$ cat src/rtl/load_store_unit.sv
// load_store_unit: multi-cycle load/store engine issuing one handshaked bus access per request,
// with alignment checking, bus timeout abort and sign/zero-extended load return.
module load_store_unit #(
    parameter int TIMEOUT = 255
) (
    input  logic        i_clk,
    input  logic        i_rst_n,
    input  logic        i_start,
    input  logic        i_is_store,
    input  logic [1:0]  i_mem_size,
    input  logic        i_is_unsigned,
    input  logic [31:0] i_address,
    input  logic [31:0] i_store_data,
    output logic [31:0] o_load_data,
    output logic        o_busy,
    output logic        o_done,
    output logic        o_misaligned,
    output logic        o_bus_err,
    output logic        o_bus_req,
    output logic        o_bus_we,
    output logic [31:0] o_bus_addr,
    output logic [3:0]  o_bus_be,
    output logic [31:0] o_bus_wdata,
    input  logic [31:0] i_bus_rdata,
    input  logic        i_bus_ack
);
    localparam logic [1:0] IDLE   = 2'd0;
    localparam logic [1:0] ACCESS = 2'd1;
    localparam logic [1:0] DONE   = 2'd2;

    logic [1:0]  r_state;
    logic        r_is_store;
    logic        r_unsigned;
    logic [1:0]  r_size;
    logic [1:0]  r_off;
    logic [9:0]  r_cnt;
    logic        w_misaligned;
    logic        w_timeout;
    logic [3:0]  w_be;
    logic [31:0] w_wdata;
    logic [15:0] w_lane;
    logic [31:0] w_ext;

    assign w_misaligned = (i_mem_size == 2'b11) | ((i_mem_size == 2'b01) & i_address[0]) |
                          ((i_mem_size == 2'b10) & (|i_address[1:0]));
    assign w_be    = (i_mem_size == 2'b00) ? 4'b0001 << i_address[1:0] :
                     (i_mem_size == 2'b01) ? (i_address[1] ? 4'b1100 : 4'b0011) : 4'b1111;
    assign w_wdata = (i_mem_size == 2'b00) ? {4{i_store_data[7:0]}} :
                     (i_mem_size == 2'b01) ? {2{i_store_data[15:0]}} : i_store_data;
    // Shifting the read word down by the latched lane offset puts the addressed byte/half at bit 0.
    assign w_lane  = 16'(i_bus_rdata >> {r_off, 3'b000});
    assign w_ext   = (r_size == 2'b00) ? {{24{~r_unsigned & w_lane[7]}}, w_lane[7:0]} :
                     (r_size == 2'b01) ? {{16{~r_unsigned & w_lane[15]}}, w_lane} : i_bus_rdata;
    assign w_timeout = (r_cnt == 10'(TIMEOUT - 1));
    assign o_busy    = ((r_state == IDLE) & i_start) | (r_state == ACCESS);

    always_ff @(posedge i_clk or negedge i_rst_n) begin
        if (!i_rst_n) begin
            r_state      <= IDLE;
            r_is_store   <= 1'b0;
            r_unsigned   <= 1'b0;
            r_size       <= 2'b00;
            r_off        <= 2'b00;
            r_cnt        <= 10'd0;
            o_load_data  <= 32'd0;
            o_done       <= 1'b0;
            o_misaligned <= 1'b0;
            o_bus_err    <= 1'b0;
            o_bus_req    <= 1'b0;
            o_bus_we     <= 1'b0;
            o_bus_addr   <= 32'd0;
            o_bus_be     <= 4'd0;
            o_bus_wdata  <= 32'd0;
        end else begin
            case (r_state)
                IDLE: if (i_start) begin
                    r_is_store  <= i_is_store;
                    r_unsigned  <= i_is_unsigned;
                    r_size      <= i_mem_size;
                    r_off       <= i_address[1:0];
                    r_cnt       <= 10'd0;
                    o_bus_addr  <= {i_address[31:2], 2'b00};
                    o_bus_be    <= w_be;
                    o_bus_wdata <= w_wdata;
                    if (w_misaligned) begin
                        r_state      <= DONE;
                        o_done       <= 1'b1;
                        o_misaligned <= 1'b1;
                    end else begin
                        r_state   <= ACCESS;
                        o_bus_req <= 1'b1;
                        o_bus_we  <= i_is_store;
                    end
                end
                ACCESS: begin
                    // An ack arriving on the final counted cycle takes priority over the abort.
                    if (i_bus_ack) begin
                        r_state   <= DONE;
                        o_bus_req <= 1'b0;
                        o_bus_we  <= 1'b0;
                        o_done    <= 1'b1;
                        if (!r_is_store) o_load_data <= w_ext;
                    end else if (w_timeout) begin
                        r_state   <= DONE;
                        o_bus_req <= 1'b0;
                        o_bus_we  <= 1'b0;
                        o_done    <= 1'b1;
                        o_bus_err <= 1'b1;
                    end else begin
                        r_cnt <= r_cnt + 10'd1;
                    end
                end
                DONE: begin
                    r_state      <= IDLE;
                    o_done       <= 1'b0;
                    o_misaligned <= 1'b0;
                    o_bus_err    <= 1'b0;
                end
                default: r_state <= IDLE;
            endcase
        end
    end
endmodule
$ cat config.mk
export PLATFORM = sky130hd
export DESIGN_NAME = load_store_unit
export DESIGN_NICKNAME = d
export VERILOG_FILES = /design/src/rtl/load_store_unit.sv
export SDC_FILE = /design/constraint.sdc
export NUM_CORES = 1
export LEC_CHECK = 0
export CAP_MARGIN = 25
export CORE_MARGIN = 2
export CORE_UTILIZATION = 41
export CTS_BUF_LIST = sky130_fd_sc_hd__clkbuf_16
export DETAILED_ROUTE_END_ITERATION = 7
export GPL_TIMING_DRIVEN = 0
export PLACE_DENSITY_LB_ADDON = 0.15
export SKIP_LAST_GASP = 1
export SLEW_MARGIN = 5
export SYNTH_ARGS = -nofsm -noshare
export SYNTH_HDL_FRONTEND = slang
export SYNTH_SLANG_ARGS = --single-unit
$ cat constraint.sdc
create_clock -name i_clk -period 1.6 [get_ports i_clk]
set_clock_uncertainty 0.15 [all_clocks]
set_input_delay 0.32 -clock i_clk [delete_from_list [all_inputs] [get_ports i_clk]]
set_output_delay 0.32 -clock i_clk [all_outputs]
set_load 0.01 [all_outputs]
==> results.toml <==
[floorplan]
die_y_um = 122
fp-row-count = 43
die_area_um2 = 15000
core_um2 = 13800
ios = 210
die_w_um = 122
initial_core_util = 0.417

[sta]
tns_ps = -5700
max_slew.worst_pin.slew_ps = 549
setup_viol = 67
finalCritPeriodShare = 1.12
slew_violations = 0
relSlewSlack = 0.634
max_freq_ghz = 0.558
min_period_ps = 1790
rsz0062_at_grt = "yes"
finalHoldViolCount = 0
fin_ws_ps = -192

[final_layout]
final_nets = 999
diodes = 0
area_delta_synth_final_pct = 66.1
final_cell_mix = "nand2_1, dfrtp_1, clkdlybuf4s50_1"
final_core_util = 0.693
n_fill_cell = 1111
mostFrequentLayoutCell = "nand2_1"
stdcell_area_um2 = 9550
drive_above_1_share = 0.229

[setup_path]
arrival_ps = 1940
startpoint_type = "register"
path_class = "reg2reg"
ff2ff_path_depth = 6
end_kind = "register"
critPathMaxFanout = 3
required_ps = 1750

[synth]
synth-seq-area-share = 0.527
postSynth.asyncResetShare = 1.00
synth-seq-cells = 121
ys_types = 52
synthCells = 626
avgSynthCellArea_um2 = 9.18
synth_edf_count = 0
yosys_warnings = 0
syn-cell-area_um2 = 5750
synth-main-ff-cell = "dfrtp_1"

[clocking]
clock_latency_ps = 410
cts_tree = "yes"
numCtsBuffers = 17
htreeDepth = 4
clk_pin_slew_worst_paths_ps = 50
cts.sinks = 121
clock_path_buffers = 2
clockRootBuffer = "clkbuf_16"

[placement]
dpl.hpwl_um = 13100
place_congestion = 0.852
pre_cts_slack_ps = -773
io_buffers = 206
postPlaceCellArea_um2 = 8110

[pwr]
leakage_nw = 4.68
peakVddDrop_v = 0.000853
finalPower_mw = 14.7
p_per_area_nw_per_um2 = 1540

[routing]
drc = 0
avgViaCountPerCell = 5.31
drt_pass1_iterations = 5
vias = 5766
wirelength_um = 19200
postRouteAntennaNets = 0
wire_per_inst_um = 17.7
first_iter_violations = 425

[outcome]
status = "complete, but fails checks"
violations = "setup timing"

[global_routing]
grt_usage = 0.257
antenna_found_initial = 0
grt_pass1_vias = 5811
gr-total-overflow = 0
grt_max_degree = 83
grt_pass1_wl_um = 29400

[run]
maxCapViolations = 0

[worst_hold_path]
holdCritPathClass = "in2async"
cell families (layout without fill, tap and decap cells):
logic type | count (synthesis) | in the layout | share of synthesized area
mux | 37 | 37 | 0.0671
other cells | 1 | 2 | 0.000653
fa+ha+maj | 2 | 2 | 0.00435
simple gates | 294 | 295 | 0.221
compound gates | 122 | 122 | 0.139
buf+inv | 49 | 326 | 0.0414
flops | 121 | 121 | 0.527
per-stage QoR:
stage	hold WS (ps)	instances
2_1_floorplan	-126	627
3_3_place_gp	308	1013
3_5_place_dp	109	1014
4_1_cts	248	1076
5_1_grt	281	1085
6_report	241	1085
synth_stat cells, drive strengths merged (8+ instances only):
master,instances,area share
nand2,194,0.13
dfrtp,121,0.53
clkbuf,14,0.0091
buf,31,0.030
nand3,34,0.030
nor2,31,0.021
nand2b,9,0.0098
o21ai,38,0.033
a21oi,26,0.023
o22ai,9,0.0098
mux2i,34,0.059
o2bb2ai,8,0.012
where the power goes:
group	internal, mW	switching (mW)
combinational	2.99	3.16
clock	2.39	1.32
sequential	4.19	0.695
total	9.57	5.18
repair_timing:
item                       CTS  global route
pin swaps                   17            55
setup buffers               28             8
setup endpoints to repair  224           129
hold buffers                 1             0
cloned                       3             3
gates resized for setup    210           124
hold endpoints to repair    39             0
registers in the layout (all words and copies together) (netlist names):
register,cells
o_bus_req,1
o_bus_be,4
r_is_store,1
r_size,2
r_state,2
r_off,2
r_cnt,10
o_load_data,32
o_misaligned,1
o_bus_wdata,32
r_unsigned,1
o_done,1
o_bus_addr,30
o_bus_err,1
o_bus_we,1
worst max-delay path: stages (launching register included):
cell and delay, ps:
dfrtp_1 390, inv_1 70, ha_2 170, nor3b_4 230, a311o_1 300, o211ai_1 170, a22o_1 210
path summary, 6_finish.rpt:
path | slack, ps | end | from
worst min register to register | 320 | o_load_data[5] | o_load_data[5]
worst max-delay path | -190 | o_bus_req | r_cnt[0]
worst max register to register | -190 | o_bus_req | r_cnt[0]
worst min-delay path | 240 | r_state[0] | i_rst_n
max in group asynchronous | 330 | o_bus_addr[21] | i_rst_n
min in group i_clk | 290 | o_bus_addr[8] | i_address[8]
area by class of cell:
cell class / count / area (um^2) / share of cell area
buffer: 43 / 420 / 0.0440
clock buffer: 17 / 425 / 0.0446
clock inverter: 14 / 140 / 0.0147
inverter: 4 / 15.0 / 0.00157
multi-input combinational: 458 / 2900 / 0.304
sequential: 121 / 3030 / 0.317
tap: 180 / 225 / 0.0236
timing repair buffer: 248 / 2390 / 0.250
per-layer routing:
layer	share of wire	GRT usage	wire (um)	vias to the layer above
li1	-	-	-	2690
met1	0.40	0.310	7680	2814
met2	0.49	0.424	9440	214
met3	0.080	0.0897	1540	48
met4	0.027	0.0963	510	0
met5	0	0	0	-
(Power assumes the default switching activity.)
